--- src/rtl/mean_pkg.sv ---
// mean_pkg: width derivation and rounding-offset helpers shared by the mean stream accumulator
package mean_pkg;
  function automatic int log2n(input int n);
    return $clog2(n);
  endfunction
  function automatic int sumw(input int wid, input int n);
    return wid + $clog2(n);
  endfunction
  function automatic int round_ofs(input int n, input int round);
    return round != 0 ? n / 2 : 0;
  endfunction
endpackage

--- src/rtl/mean_stream_acc_if.sv ---
// mean_stream_acc_if: sample input handshake, result output handshake, clear and fill status
interface mean_stream_acc_if #(parameter int WID = 16, parameter int LOG2N = 7);
  logic clear, in_valid, in_ready, out_valid, out_ready;
  logic [WID-1:0] in_data, out_mean;
  logic [WID+LOG2N-1:0] out_sum;
  logic [LOG2N-1:0] fill_cnt;
  modport master(output clear, in_valid, in_data, out_ready,
                 input in_ready, out_valid, out_mean, out_sum, fill_cnt);
  modport slave(input clear, in_valid, in_data, out_ready,
                output in_ready, out_valid, out_mean, out_sum, fill_cnt);
endinterface

--- src/rtl/mean_out_slot.sv ---
// mean_out_slot: single-entry valid/ready result register; a load wins over a same-cycle drain
module mean_out_slot #(parameter int SUMW = 23, parameter int WID = 16) (
  input  logic            clk,
  input  logic            rst,
  input  logic            load,
  input  logic            drain,
  input  logic [SUMW-1:0] sum_in,
  input  logic [WID-1:0]  mean_in,
  output logic            valid,
  output logic [SUMW-1:0] sum,
  output logic [WID-1:0]  mean
);
  always_ff @(posedge clk or posedge rst)
    if (rst) begin
      valid <= 1'b0;
      sum <= '0;
      mean <= '0;
    end else if (load) begin
      valid <= 1'b1;
      sum <= sum_in;
      mean <= mean_in;
    end else if (drain) valid <= 1'b0;
endmodule

--- src/rtl/mean_stream_acc.sv ---
// mean_stream_acc: accumulates NUM_INPUTS streamed samples per frame, emits frame sum and mean
module mean_stream_acc
  import mean_pkg::*;
#(parameter int NUM_INPUTS = 128, parameter int WID = 16, parameter int ROUND = 0) (
  input logic clk,
  input logic rst,
  mean_stream_acc_if.slave bus
);
  localparam int LOG2N = log2n(NUM_INPUTS);
  localparam int SUMW = sumw(WID, NUM_INPUTS);
  localparam logic [SUMW-1:0] OFS = SUMW'(round_ofs(NUM_INPUTS, ROUND));
  logic [SUMW-1:0] acc, s, r, out_sum;
  logic [WID-1:0] out_mean;
  logic [LOG2N-1:0] fill;
  logic last, take, done, slot_valid;
  assign last = fill == LOG2N'(NUM_INPUTS - 1);
  // only the frame-completing sample has to wait for a free output slot
  assign bus.in_ready = !bus.clear && (!last || !slot_valid || bus.out_ready);
  assign take = bus.in_valid && bus.in_ready;
  assign done = take && last;
  assign s = acc + SUMW'(bus.in_data);
  assign r = s + OFS;
  assign bus.fill_cnt = fill;
  assign bus.out_valid = slot_valid;
  assign bus.out_sum = out_sum;
  assign bus.out_mean = out_mean;
  always_ff @(posedge clk or posedge rst)
    if (rst) begin
      acc <= '0;
      fill <= '0;
    end else if (bus.clear || done) begin
      acc <= '0;
      fill <= '0;
    end else if (take) begin
      acc <= s;
      fill <= fill + LOG2N'(1);
    end
  mean_out_slot #(.SUMW(SUMW), .WID(WID)) u_slot (
    .clk(clk),
    .rst(rst),
    .load(done),
    .drain(bus.out_ready),
    .sum_in(s),
    .mean_in(WID'(r >> LOG2N)),
    .valid(slot_valid),
    .sum(out_sum),
    .mean(out_mean)
  );
endmodule

--- src/flat_wrapper.sv ---
// flat-port wrapper written by rule: the top's interface ports become plain ports
module mean_stream_acc_flat import mean_pkg::*;
#(parameter int NUM_INPUTS = 128, parameter int WID = 16, parameter int ROUND = 0)
  (clk, rst, bus_clear, bus_in_valid, bus_in_data, bus_out_ready, bus_in_ready, bus_out_valid, bus_out_mean, bus_out_sum, bus_fill_cnt);
  mean_stream_acc_if #(.WID(WID), .LOG2N(7)) bus_i ();
  input logic clk;
  input logic rst;
  input wire logic [$bits(bus_i.clear)-1:0] bus_clear;
  input wire logic [$bits(bus_i.in_valid)-1:0] bus_in_valid;
  input wire logic [$bits(bus_i.in_data)-1:0] bus_in_data;
  input wire logic [$bits(bus_i.out_ready)-1:0] bus_out_ready;
  output wire logic [$bits(bus_i.in_ready)-1:0] bus_in_ready;
  output wire logic [$bits(bus_i.out_valid)-1:0] bus_out_valid;
  output wire logic [$bits(bus_i.out_mean)-1:0] bus_out_mean;
  output wire logic [$bits(bus_i.out_sum)-1:0] bus_out_sum;
  output wire logic [$bits(bus_i.fill_cnt)-1:0] bus_fill_cnt;
  assign bus_i.clear = bus_clear;
  assign bus_i.in_valid = bus_in_valid;
  assign bus_i.in_data = bus_in_data;
  assign bus_i.out_ready = bus_out_ready;
  assign bus_in_ready = bus_i.in_ready;
  assign bus_out_valid = bus_i.out_valid;
  assign bus_out_mean = bus_i.out_mean;
  assign bus_out_sum = bus_i.out_sum;
  assign bus_fill_cnt = bus_i.fill_cnt;
  mean_stream_acc #(.NUM_INPUTS(NUM_INPUTS), .WID(WID), .ROUND(ROUND)) u_core (.clk(clk), .rst(rst), .bus(bus_i));
endmodule
--- config.mk ---
export PLATFORM = sky130hd
export DESIGN_NAME = mean_stream_acc_flat
export DESIGN_NICKNAME = d
export VERILOG_FILES = /design/src/rtl/mean_pkg.sv /design/src/rtl/mean_stream_acc_if.sv /design/src/rtl/mean_out_slot.sv /design/src/rtl/mean_stream_acc.sv /design/src/flat_wrapper.sv
export SDC_FILE = /design/constraint.sdc
export NUM_CORES = 1
export LEC_CHECK = 0
export ABC_AREA = 1
export CAP_MARGIN = 20
export CORE_MARGIN = 3
export CORE_UTILIZATION = 50
export CTS_CLUSTER_DIAMETER = 150
export DETAILED_ROUTE_END_ITERATION = 10
export HOLD_SLACK_MARGIN = 0.02
export PLACE_DENSITY = 0.82
export SYNTH_ARGS = -nofsm -noshare
export SYNTH_HDL_FRONTEND = slang
export SYNTH_HIERARCHICAL = 1
export SYNTH_SLANG_ARGS = --single-unit
--- constraint.sdc ---
create_clock -name clk -period 1.9 [get_ports clk]
set_input_delay 0.38 -clock clk [delete_from_list [all_inputs] [get_ports clk]]
set_output_delay 0.38 -clock clk [all_outputs]
set_load 0.005 [all_outputs]
# Yosys cells after proc, flatten, opt, wreduce, memory -nomap -nowiden
# Cells that the tools add are included.
[totals] ff_bits=70 latchBits=0 ramBits=0 rom_bits=0 inputBits=21 output_inout_bits=48 elab_cells=25 n_memories=0
[op_classes] n_addsub=2 multipliers=0 n_div=0 order_cmp=0 n_eq_ne=1 n_shift=0 muxes=6 bitwise_logic=0 n_reduce_logical=11
[ops] operator="23-bit two-way mux" count=2
[ops] operator="23-bit by 16-bit adder with 23-bit output" count=1
[ops] operator="7-bit two-way mux" count=2
[ops] operator="7-bit by 1-bit adder with 7-bit output, second input constant" count=1
[ops] operator="7-bit equality test, second input constant" count=1
[ops] operator="2-bit nonzero test" count=2
[ops] operator="1-bit logical AND" count=3
[ops] operator="1-bit zero test" count=3
[ops] operator="1-bit logical OR" count=3
[ops] operator="1-bit two-way mux" count=2

# Logic depth before layout (Yosys ltp)
# Gate-level depths: netlist of the first run.
[depth] ltp_word=9 mapped_depth=13 depth_no_buf=13

# Cells and area by module
# Netlist of the first run, hierarchy kept.
[modules_own_cells] mod="mean_stream_acc" instances=1 cells_per_inst=439 area_each_um2=2798.9 seq_area_each_um2=750.7
[modules_own_cells] mod="mean_out_slot" instances=1 cells_per_inst=170 area_each_um2=1507.7 seq_area_each_um2=1001.0

# Worst setup path after synthesis of the first run
# No wires, ideal clock.
[synth_timing] path_kind="input to register" start="input port bus_in_data[0]" end="register u_core.u_slot.mean[13]" setup_ps=116 arrival_time_ps=1773 required_time_ps=1784 path_slack_ps=11 path_stages=12 path_buffers=0 path_cell_list="ha_1 -> inv_1 -> fa_1 -> nor2_1 -> nor2_1 -> nor2_1 -> nand3_1 -> nand3_1 -> nand2_1 -> and2_1 -> nand2_1 -> nand2_1"
[synth_between] elab_chain_len=1
[synth_rtl] element="start, declared" line_no="flat_wrapper.sv:10" rtl="input wire logic [$bits(bus_i.in_data)-1:0] bus_in_data;"
[synth_rtl] element="23-bit by 16-bit adder with 23-bit output" line_no="mean_stream_acc.sv:21" rtl="assign s = acc + SUMW'(bus.in_data);"
[synth_rtl] element="named net u_core.r[20]" line_no="mean_stream_acc.sv:12" rtl="logic [SUMW-1:0] acc, s, r, out_sum;"
[synth_rtl] element="end signal, assigned" line_no="mean_out_slot.sv:21" rtl="mean <= mean_in;"
[synth_rtl] element="end, declared" line_no="mean_out_slot.sv:11" rtl="output logic [WID-1:0] mean"
# The timed path passes the listed nets, and every way through them passes these cells.
# A chain may end at the register's enable or synchronous reset.

# Final worst setup path of the first run
[layout_timing] start="register u_core.acc[0]" end="register u_core.u_slot.sum[20]"
[layout_between] elab_chain_len=1
[layout_rtl] element="start, declared" line_no="mean_stream_acc.sv:12"
[layout_rtl] element="start signal, assigned" line_no="mean_stream_acc.sv:35" rtl="acc <= s;"
[layout_rtl] element="23-bit by 16-bit adder with 23-bit output" line_no="mean_stream_acc.sv:21"
[layout_rtl] element="named net u_core.r[20]" line_no="mean_stream_acc.sv:12"
[layout_rtl] element="end signal, assigned" line_no="mean_out_slot.sv:20" rtl="sum <= sum_in;"
[layout_rtl] element="end, declared" line_no="mean_out_slot.sv:10" rtl="output logic [SUMW-1:0] sum,"
# The timed path passes the listed nets, and every way through them passes these cells.

==> results of run 1 <==
[where the power goes]
group	leakage, nW	total, W	switching [W]	internal (W)
clock network	0.116	0.00143	0.000620	0.000811
registers	0.963	0.00166	0.0000964	0.00156
logic	2.33	0.00217	0.00124	0.000937
total	3.41	0.00526	0.00195	0.00331
[registers in the layout, indices dropped and copies added (netlist names)]
name and cells:
u_core/u_slot/valid 1, u_core/bus.fill_cnt 7, u_core/u_slot/sum 23, u_core/u_slot/mean 16, u_core/acc 23
[cell families (layout without fill, tap and decap cells)]
| group | after synthesis | after routing | synth area share [%] |
|---|---|---|---|
| compound gates | 25 | 25 | 3.84 |
| buf+inv | 87 | 223 | 8.77 |
| fa+ha+maj | 18 | 18 | 5.40 |
| xor+xnor | 9 | 9 | 1.83 |
| flops | 70 | 70 | 40.7 |
| simple gates | 400 | 400 | 39.5 |
[metrics by stage]
step,worst slack [ps],area (sq um)
floorplan,11.0,4310
global placement,-566,5410
detailed placement,-596,5410
CTS,-39.8,5920
global route,-201,6470
finish,-154,6470
[cells in the final DEF (no fill, tap or decap), types with 2 or more instances in the layout]
master / count
sky130_fd_sc_hd__or2_1: 2
sky130_fd_sc_hd__xnor2_1: 2
sky130_fd_sc_hd__a31oi_1: 2
sky130_fd_sc_hd__a21oi_2: 4
sky130_fd_sc_hd__dlymetal6s2s_1: 9
sky130_fd_sc_hd__dfrtp_1: 70
sky130_fd_sc_hd__o22ai_1: 3
sky130_fd_sc_hd__a21oi_1: 5
sky130_fd_sc_hd__buf_12: 3
sky130_fd_sc_hd__clkbuf_8: 11
sky130_fd_sc_hd__nand2_2: 45
sky130_fd_sc_hd__buf_4: 60
sky130_fd_sc_hd__nor2_1: 18
sky130_fd_sc_hd__nor3_2: 2
sky130_fd_sc_hd__o21ai_1: 4
sky130_fd_sc_hd__xor2_1: 3
sky130_fd_sc_hd__clkdlybuf4s50_1: 53
sky130_fd_sc_hd__inv_1: 60
sky130_fd_sc_hd__nand3_4: 3
sky130_fd_sc_hd__nor3_1: 4
sky130_fd_sc_hd__and2_1: 3
sky130_fd_sc_hd__xor2_2: 2
sky130_fd_sc_hd__nand3_1: 43
sky130_fd_sc_hd__bufinv_16: 2
sky130_fd_sc_hd__buf_6: 3
sky130_fd_sc_hd__a21oi_4: 2
sky130_fd_sc_hd__inv_2: 13
sky130_fd_sc_hd__nand3_2: 14
sky130_fd_sc_hd__nand3b_1: 4
sky130_fd_sc_hd__dlygate4sd2_1: 5
sky130_fd_sc_hd__nand2_1: 215
sky130_fd_sc_hd__nor2_4: 8
sky130_fd_sc_hd__and2_4: 10
sky130_fd_sc_hd__ha_1: 2
sky130_fd_sc_hd__nand4_1: 4
sky130_fd_sc_hd__ha_4: 14
sky130_fd_sc_hd__nand2_4: 12
sky130_fd_sc_hd__nor2_2: 11
[layout make-up]
class	instances	area, sq um	share of cell area (%)
repair buffers	134	1240	19.1
inverters	73	274	4.24
multi-input cells	452	2840	44.0
clock buffers	11	151	2.34
well taps	105	131	2.03
flip-flops and latches	70	1750	27.1
clock inverters	5	81.3	1.26
[worst max path at each step]
stage                              to  depth (start not counted)
3_5_place_dp    u_core/u_slot/sum[20]                         13
2_1_floorplan  u_core/u_slot/mean[13]                         12
5_1_grt        u_core/u_slot/mean[13]                         12
4_1_cts        u_core/u_slot/mean[13]                         12
6_report        u_core/u_slot/sum[20]                         11
3_3_place_gp    u_core/u_slot/sum[20]                         13
[tightest hold or removal path, cell delays in order]
cell and delay (ps):
sky130_fd_sc_hd__clkdlybuf4s50_1 420, sky130_fd_sc_hd__inv_1 60, sky130_fd_sc_hd__buf_4 380
[per-layer routing]
metal / vias to the layer above / global-route usage, % / share of wire, %
li1: 2155 / - / -
met2: 382 / 42.5 / 48
met1: 2303 / 34.2 / 36
met4: 0 / 9.45 / 6.4
met3: 117 / 4.46 / 9.6
met5: - / 0 / 0
[timing repair]
item                                    4_1_cts  5_1_grt
resized for setup                            54      128
endpoints found under the setup margin       46       55
pin swaps                                    15       55
buffers inserted                              3       16
==> impl_metrics.xml, run 1 <==
<?xml version="1.0" encoding="UTF-8"?>
<metrics>
  <group name="sta">
    <metric name="final.period_utilization" unit="%">108</metric>
    <metric name="setup_repair_after_global_routing_missed_its_margin" unit="">yes</metric>
    <metric name="max_freq" unit="MHz">487</metric>
    <metric name="worst_hold_slack" unit="ps">431</metric>
    <metric name="worst_slack" unit="ps">-154</metric>
    <metric name="clock-skew-final" unit="ps">9.91</metric>
    <metric name="setup_viols_final" unit="">28</metric>
    <metric name="timing.setup.tns" unit="ps">-1640</metric>
    <metric name="timing.final.max_slew_violations" unit="">0</metric>
    <metric name="final_critical_period" unit="ps">2050</metric>
    <metric name="finalHoldViolations" unit="">0</metric>
    <metric name="tightest_pin_transition" unit="ps">532</metric>
    <metric name="slew-limit-headroom" unit="%">64.5</metric>
  </group>
  <group name="logic_synthesis">
    <metric name="synthesis.area_per_instance" unit="sq um">7.07</metric>
    <metric name="synthesis.area" unit="sq mm">0.00431</metric>
    <metric name="synth-seq-area-share" unit="%">40.7</metric>
    <metric name="synth_top_area_cell" unit="">sky130_fd_sc_hd__dfrtp_1</metric>
    <metric name="synth_top_area_share" unit="%">40.7</metric>
    <metric name="yosys_most_used_dff" unit="">sky130_fd_sc_hd__dfrtp_1</metric>
    <metric name="synthesis.nets" unit="">648</metric>
    <metric name="post-synth-top-count-cell" unit="">sky130_fd_sc_hd__nand2_1</metric>
    <metric name="cell_count_after_synthesis" unit="">609</metric>
    <metric name="netlist_top_cells_count" unit="">sky130_fd_sc_hd__nand2_1 (268), sky130_fd_sc_hd__dfrtp_1 (70), sky130_fd_sc_hd__inv_1 (70)</metric>
    <metric name="synth.lib_cells_used.distinct" unit="">32</metric>
    <metric name="postSynth.asyncResetShare" unit="%">100</metric>
    <metric name="synth-warning-count" unit="">6</metric>
    <metric name="ys_seq_elements" unit="">70</metric>
    <metric name="synth_edf_count" unit="">0</metric>
    <metric name="synth_area_leaders" unit="">sky130_fd_sc_hd__dfrtp_1 (41%), sky130_fd_sc_hd__nand2_1 (23%), sky130_fd_sc_hd__nand3_1 (6.7%)</metric>
  </group>
  <group name="setup_path">
    <metric name="timing.critical_path.to_type" unit="">flip-flop</metric>
    <metric name="critical_path.startpoint_type" unit="">flip-flop</metric>
    <metric name="worstSetupStartpoint" unit="">u_core/acc[0]</metric>
    <metric name="critical_path_peak_fanout" unit="">3</metric>
    <metric name="worstReg2RegEnd" unit="">u_core/u_slot/sum[20]</metric>
    <metric name="worstReg2RegStart" unit="">u_core/acc[0]</metric>
    <metric name="slowest_stage" unit="">sky130_fd_sc_hd__dfrtp_1</metric>
    <metric name="critical-path-max-stage-delay" unit="ps">390</metric>
    <metric name="worst-r2r-cell-count" unit="">11</metric>
    <metric name="r2r_slack" unit="ps">-150</metric>
    <metric name="arrival" unit="ps">2360</metric>
    <metric name="cp.buffers_inverters" unit="">1</metric>
    <metric name="path_cells" unit="">ha_2, inv_2, fa_2, nor2_4, nor2_4, nor2_4, nand3_2, nand4_1, and2_4, nand2_2, nand2_1</metric>
    <metric name="critical-path-top-cell-by-count" unit="">sky130_fd_sc_hd__nor2_4</metric>
    <metric name="critical_path_required" unit="ps">2210</metric>
    <metric name="criticalPathCategory" unit="">reg -&gt; reg</metric>
    <metric name="critical_path.top_delay_family" unit="">simple AND/OR/NAND/NOR gates</metric>
  </group>
  <group name="place">
    <metric name="io_buffer_count" unit="">68</metric>
    <metric name="detailed_place_hpwl" unit="microns">8360</metric>
    <metric name="final_weighted_congestion_of_routability_driven_global_placement" unit="">0.966</metric>
    <metric name="place.detailed.instances" unit="">816</metric>
  </group>
  <group name="floorplanning">
    <metric name="die_h" unit="microns">98.8</metric>
    <metric name="die_x" unit="microns">98.8</metric>
    <metric name="starting_density_of_the_core" unit="%">51.9</metric>
    <metric name="core-area" unit="sq mm">0.00830</metric>
    <metric name="die-area" unit="sq mm">0.00976</metric>
    <metric name="floorplan.rows" unit="">33</metric>
    <metric name="io_pins" unit="">69</metric>
  </group>
  <group name="detailed_routing">
    <metric name="routed-via-count" unit="">4957</metric>
    <metric name="drt-vias-per-instance" unit="">5.83</metric>
    <metric name="drt_pass1_iterations" unit="">7</metric>
    <metric name="route.antenna.remaining_nets" unit="">0</metric>
    <metric name="route.detailed.drc" unit="">0</metric>
    <metric name="drt-initial-drc-count" unit="">720</metric>
    <metric name="detail_route.wl_per_cell" unit="microns">18.6</metric>
    <metric name="detail_route.wirelength" unit="microns">15800</metric>
  </group>
  <group name="cells_and_area">
    <metric name="layout.filler_cells" unit="">490</metric>
    <metric name="antenna_cells_inserted" unit="">0</metric>
    <metric name="final_layout_size_suffix_gt1_share" unit="%">31.1</metric>
    <metric name="finalNetCount" unit="">779</metric>
    <metric name="post-route-util" unit="%">78.0</metric>
    <metric name="flow.area_growth_from_synthesis" unit="%">50.2</metric>
    <metric name="finish.cell_count_without_fillers" unit="">850</metric>
  </group>
  <group name="global_route">
    <metric name="largest_net_degree_at_the_start_of_global_routing" unit="">41</metric>
    <metric name="track_usage" unit="%">25.8</metric>
    <metric name="gr-total-overflow" unit="">0</metric>
    <metric name="grt_pass1_wl" unit="microns">20300</metric>
    <metric name="first_global_vias" unit="">4216</metric>
    <metric name="antenna_found_initial" unit="">0</metric>
  </group>
  <group name="power_and_ir_drop">
    <metric name="p_leak" unit="nW">3.41</metric>
    <metric name="ir_worst_vdd" unit="V">0.000565</metric>
    <metric name="powerDensity" unit="mW/mm^2">814</metric>
    <metric name="total_power" unit="W">0.00526</metric>
  </group>
  <group name="clock_tree">
    <metric name="cts-buffers-inserted" unit="">9</metric>
    <metric name="holdBufCountCts" unit="">0</metric>
    <metric name="cts.sink_count" unit="">70</metric>
    <metric name="cts_tree" unit="">done</metric>
    <metric name="worstSkewPairLatency" unit="ps">370</metric>
    <metric name="maximum_clock_insertion_buffer_count" unit="">2</metric>
    <metric name="cts.clk_slew.worst_paths" unit="ps">80</metric>
    <metric name="clockRootBuffer" unit="">sky130_fd_sc_hd__clkbuf_8</metric>
    <metric name="ctsHtreeMaxLevel" unit="">3</metric>
  </group>
  <group name="flow_run">
    <metric name="cap_violations" unit="">0</metric>
  </group>
  <group name="hold_path">
    <metric name="hp_class" unit="">in -&gt; async</metric>
  </group>
  <group name="outcome">
    <metric name="outcome" unit="">finished with violations</metric>
    <metric name="violated_checks" unit="">negative setup slack</metric>
  </group>
</metrics>
No activity file was read; power rests on OpenSTA's default activity.
==> run 2: changes to the inputs <==
--- a/config.mk
+++ b/config.mk
@@ -8,12 +8,11 @@
 export ABC_AREA = 1
 export CAP_MARGIN = 20
 export CORE_MARGIN = 3
-export CORE_UTILIZATION = 50
+export CORE_UTILIZATION = 47
 export CTS_CLUSTER_DIAMETER = 150
 export DETAILED_ROUTE_END_ITERATION = 10
 export HOLD_SLACK_MARGIN = 0.02
-export PLACE_DENSITY = 0.82
+export PLACE_DENSITY = 0.8
 export SYNTH_ARGS = -nofsm -noshare
 export SYNTH_HDL_FRONTEND = slang
-export SYNTH_HIERARCHICAL = 1
 export SYNTH_SLANG_ARGS = --single-unit
==> run 2 against run 1 <==
  * The flow still finishes with violations (negative setup slack)
  * Critical path depth is 3 higher
  * Final area is 21% lower
  * Utilization is 7.7 points lower
  * Clock power is 44% lower
  * Clock skew is 6.3 ps higher
  * Worst hold slack worse by 28 ps
  * Sequential share of layout area is 0.68 points lower
  * Fmax is 6.9% higher
  * Total power is 31% lower
  * Worst setup slack better by 130 ps
  * Register-to-register slack better by 130 ps
  * Non-clock buffer count is 14 lower
  * Largest power group unchanged
  * Highest routed layer unchanged
==> impl_metrics.xml, run 2 <==
<?xml version="1.0" encoding="UTF-8"?>
<metrics>
  <group name="logic_synthesis">
    <metric name="synth_edf_count" unit="">0</metric>
    <metric name="synth_area_leaders" unit="">sky130_fd_sc_hd__dfrtp_1 (38%), sky130_fd_sc_hd__nand2_1 (22%), sky130_fd_sc_hd__inv_1 (6.8%)</metric>
    <metric name="yosys_most_used_dff" unit="">sky130_fd_sc_hd__dfrtp_1</metric>
    <metric name="synth_top_area_cell" unit="">sky130_fd_sc_hd__dfrtp_1</metric>
    <metric name="ys_seq_elements" unit="">54</metric>
    <metric name="synthesis.area_per_instance" unit="sq um">6.99</metric>
    <metric name="synthesis.nets" unit="">548</metric>
    <metric name="synthesis.area" unit="sq mm">0.00356</metric>
    <metric name="post-synth-top-count-cell" unit="">sky130_fd_sc_hd__nand2_1</metric>
    <metric name="synth-seq-area-share" unit="%">38.0</metric>
    <metric name="netlist_top_cells_count" unit="">sky130_fd_sc_hd__nand2_1 (205), sky130_fd_sc_hd__inv_1 (64), sky130_fd_sc_hd__dfrtp_1 (54)</metric>
    <metric name="postSynth.asyncResetShare" unit="%">100</metric>
    <metric name="synth_top_area_share" unit="%">38.0</metric>
    <metric name="synth-warning-count" unit="">0</metric>
    <metric name="cell_count_after_synthesis" unit="">509</metric>
    <metric name="synth.lib_cells_used.distinct" unit="">27</metric>
  </group>
  <group name="power_and_ir_drop">
    <metric name="powerDensity" unit="mW/mm^2">713</metric>
    <metric name="ir_worst_vdd" unit="V">0.000352</metric>
    <metric name="p_leak" unit="nW">2.54</metric>
  </group>
  <group name="flow_run">
    <metric name="cap_violations" unit="">0</metric>
  </group>
  <group name="sta">
    <metric name="timing.final.max_slew_violations" unit="">0</metric>
    <metric name="max_freq" unit="MHz">520</metric>
    <metric name="tightest_pin_transition" unit="ps">296</metric>
    <metric name="final_critical_period" unit="ps">1920</metric>
    <metric name="timing.setup.tns" unit="ps">-33.9</metric>
    <metric name="setup_viols_final" unit="">3</metric>
    <metric name="setup_repair_after_global_routing_missed_its_margin" unit="">yes</metric>
    <metric name="worst_slack" unit="ps">-22.4</metric>
    <metric name="final.period_utilization" unit="%">101</metric>
    <metric name="slew-limit-headroom" unit="%">80.3</metric>
    <metric name="clock-skew-final" unit="ps">16.2</metric>
    <metric name="finalHoldViolations" unit="">0</metric>
  </group>
  <group name="global_route">
    <metric name="gr-total-overflow" unit="">0</metric>
    <metric name="grt_pass1_wl" unit="microns">15400</metric>
    <metric name="first_global_vias" unit="">3528</metric>
    <metric name="grtUsageMet2" unit="%">37.6</metric>
    <metric name="antenna_found_initial" unit="">0</metric>
    <metric name="gr-usage-met3" unit="%">4.26</metric>
    <metric name="groute.layer.met1.usage" unit="%">27.1</metric>
    <metric name="gr-max-usage-layer" unit="">met2</metric>
    <metric name="track_usage" unit="%">21.8</metric>
    <metric name="largest_net_degree_at_the_start_of_global_routing" unit="">55</metric>
  </group>
  <group name="setup_path">
    <metric name="slowest_stage" unit="">sky130_fd_sc_hd__fa_2</metric>
    <metric name="path_cells" unit="">ha_2, inv_2, fa_2, inv_2, nand2_2, nand2_4, nand3_4, nand2_4, buf_4, nand2_4, nand4_1, nand2_2, nand2_1, nand2_1</metric>
    <metric name="timing.critical_path.to_type" unit="">flip-flop</metric>
    <metric name="critical-path-top-cell-by-count" unit="">sky130_fd_sc_hd__nand2_4</metric>
    <metric name="critical_path.startpoint_type" unit="">flip-flop</metric>
    <metric name="critical_path_required" unit="ps">2110</metric>
    <metric name="criticalPathCategory" unit="">reg -&gt; reg</metric>
    <metric name="critical-path-max-stage-delay" unit="ps">390</metric>
    <metric name="arrival" unit="ps">2130</metric>
    <metric name="critical_path_peak_fanout" unit="">5</metric>
  </group>
  <group name="cells_and_area">
    <metric name="finalNetCount" unit="">651</metric>
    <metric name="final_layout_size_suffix_gt1_share" unit="%">22.3</metric>
    <metric name="antenna_cells_inserted" unit="">0</metric>
    <metric name="number_of_flip_flops_under_the_largest_register_name" unit="">23</metric>
    <metric name="layout_commonest_cell" unit="">sky130_fd_sc_hd__nand2_1</metric>
    <metric name="flow.area_growth_from_synthesis" unit="%">43.9</metric>
    <metric name="layout.filler_cells" unit="">594</metric>
    <metric name="postLayoutCellArea" unit="sq mm">0.00512</metric>
    <metric name="max_flop_register" unit="">u_core.acc</metric>
    <metric name="final_cell_mix" unit="">sky130_fd_sc_hd__nand2_1 (180), sky130_fd_sc_hd__clkdlybuf4s50_1 (65), sky130_fd_sc_hd__inv_1 (60)</metric>
  </group>
  <group name="place">
    <metric name="io_buffer_count" unit="">68</metric>
    <metric name="placed_cell_area" unit="sq mm">0.00458</metric>
    <metric name="detailed_place_hpwl" unit="microns">7000</metric>
    <metric name="pre_cts_slack" unit="ps">-690</metric>
    <metric name="final_weighted_congestion_of_routability_driven_global_placement" unit="">0.900</metric>
  </group>
  <group name="floorplanning">
    <metric name="die_x" unit="microns">93.0</metric>
    <metric name="die_h" unit="microns">93.0</metric>
    <metric name="die-area" unit="sq mm">0.00865</metric>
    <metric name="io_pins" unit="">69</metric>
    <metric name="starting_density_of_the_core" unit="%">48.8</metric>
    <metric name="core-area" unit="sq mm">0.00729</metric>
    <metric name="floorplan.rows" unit="">31</metric>
  </group>
  <group name="detailed_routing">
    <metric name="drt-initial-drc-count" unit="">154</metric>
    <metric name="detail_route.wl_per_cell" unit="microns">13.4</metric>
    <metric name="route.detailed.drc" unit="">0</metric>
    <metric name="routed-via-count" unit="">3532</metric>
    <metric name="route.antenna.remaining_nets" unit="">0</metric>
    <metric name="drt-vias-per-instance" unit="">4.96</metric>
    <metric name="drt_pass1_iterations" unit="">4</metric>
    <metric name="detail_route.wirelength" unit="microns">9510</metric>
  </group>
  <group name="clock_tree">
    <metric name="ctsHtreeMaxLevel" unit="">2</metric>
    <metric name="maximum_clock_insertion_buffer_count" unit="">2</metric>
    <metric name="cts.sink_count" unit="">54</metric>
    <metric name="holdBufCountCts" unit="">0</metric>
    <metric name="worstSkewPairLatency" unit="ps">320</metric>
    <metric name="clockRootBuffer" unit="">sky130_fd_sc_hd__clkbuf_8</metric>
    <metric name="cts-buffers-inserted" unit="">5</metric>
    <metric name="cts.clk_slew.worst_paths" unit="ps">110</metric>
    <metric name="cts_tree" unit="">done</metric>
  </group>
  <group name="hold_path">
    <metric name="hp_class" unit="">in -&gt; async</metric>
  </group>
  <group name="outcome">
    <metric name="violated_checks" unit="">negative setup slack</metric>
    <metric name="outcome" unit="">finished with violations</metric>
  </group>
</metrics>
## run 2: cell count changes after synthesis, sizes merged, moves of 3 or more
cell / change
dfrtp: -16
nand3b: +5
o21ai: +18
inv: -9
nor3: -3
nand2: -64
o22ai: -3
nand3: -24
buf: +8
a21oi: -4
and2: -12
## run 2: per-stage QoR
step	instances	utilization (%)	hold slack (ps)	total power, W
final	712	70.2	404	0.00365
after global routing	712	70.2	452	0.00388
after CTS	710	65.6	437	0.00335
after detailed placement	696	62.8	468	0.00251
after global placement	696	62.8	461	0.00248
after floorplan	509	-	446	0.00204
## run 2: cells by family after synthesis
group           synth area share (%)
flops                           38.0
compound gates                  4.68
simple gates                    36.5
fa+ha+maj                       6.54
xor+xnor                        2.95
buf+inv                         11.3
## run 2: cell type report
class	count	area, sq um	area share, %
multi-input combinational	367	2170	42.4
sequential	54	1350	26.4
timing repair buffer	120	1120	21.8
inverter	64	240	4.69
tap	99	124	2.42
clock buffer	5	68.8	1.34
clock inverter	3	45.0	0.880
## run 2: path summary, 6_finish.rpt
| kind | to | cells after the start | slack, ps | start |
|---|---|---|---|---|
| hold reg to reg | u_core.u_slot.sum[2] | 2 | 500 | u_core.u_slot.sum[2] |
| hold / removal | u_core.u_slot.sum[1] | 3 | 400 | rst |
| setup reg to reg | u_core.acc[22] | 14 | -20 | u_core.acc[0] |
| setup / recovery | u_core.acc[22] | 14 | -20 | u_core.acc[0] |
| min in group clk | u_core.u_slot.sum[2] | 2 | 500 | u_core.u_slot.sum[2] |
| max in group asynchronous | u_core.acc[15] | 3 | 1230 | rst |
## run 2: repair_timing
item,CTS,global route
setup endpoints to repair,24,33
buffers inserted,6,2
pin swaps,9,16
cloned,0,0
resized for setup,19,69
## run 2: power breakdown
group          leakage [nW]  switching (W)  total [W]  internal [W]
registers             0.739      0.0000795    0.00131       0.00123
logic                  1.75       0.000825    0.00154      0.000711
clock network        0.0504       0.000414   0.000807      0.000393
## run 2: routing by layer
layer | wire, microns | part of all wire, %
met1 | 3970 | 42
met2 | 4830 | 51
met3 | 440 | 4.6
met4 | 267 | 2.8
met5 | 0 | 0
## run 2: worst max-delay path: cells and delay by family, from the launching register on
family                   cells  cell delay [ps]
AND/OR/NAND/NOR              9              630
adder cells (fa/ha/maj)      2              580
buffers and inverters        3              230
flip-flops                   1              370
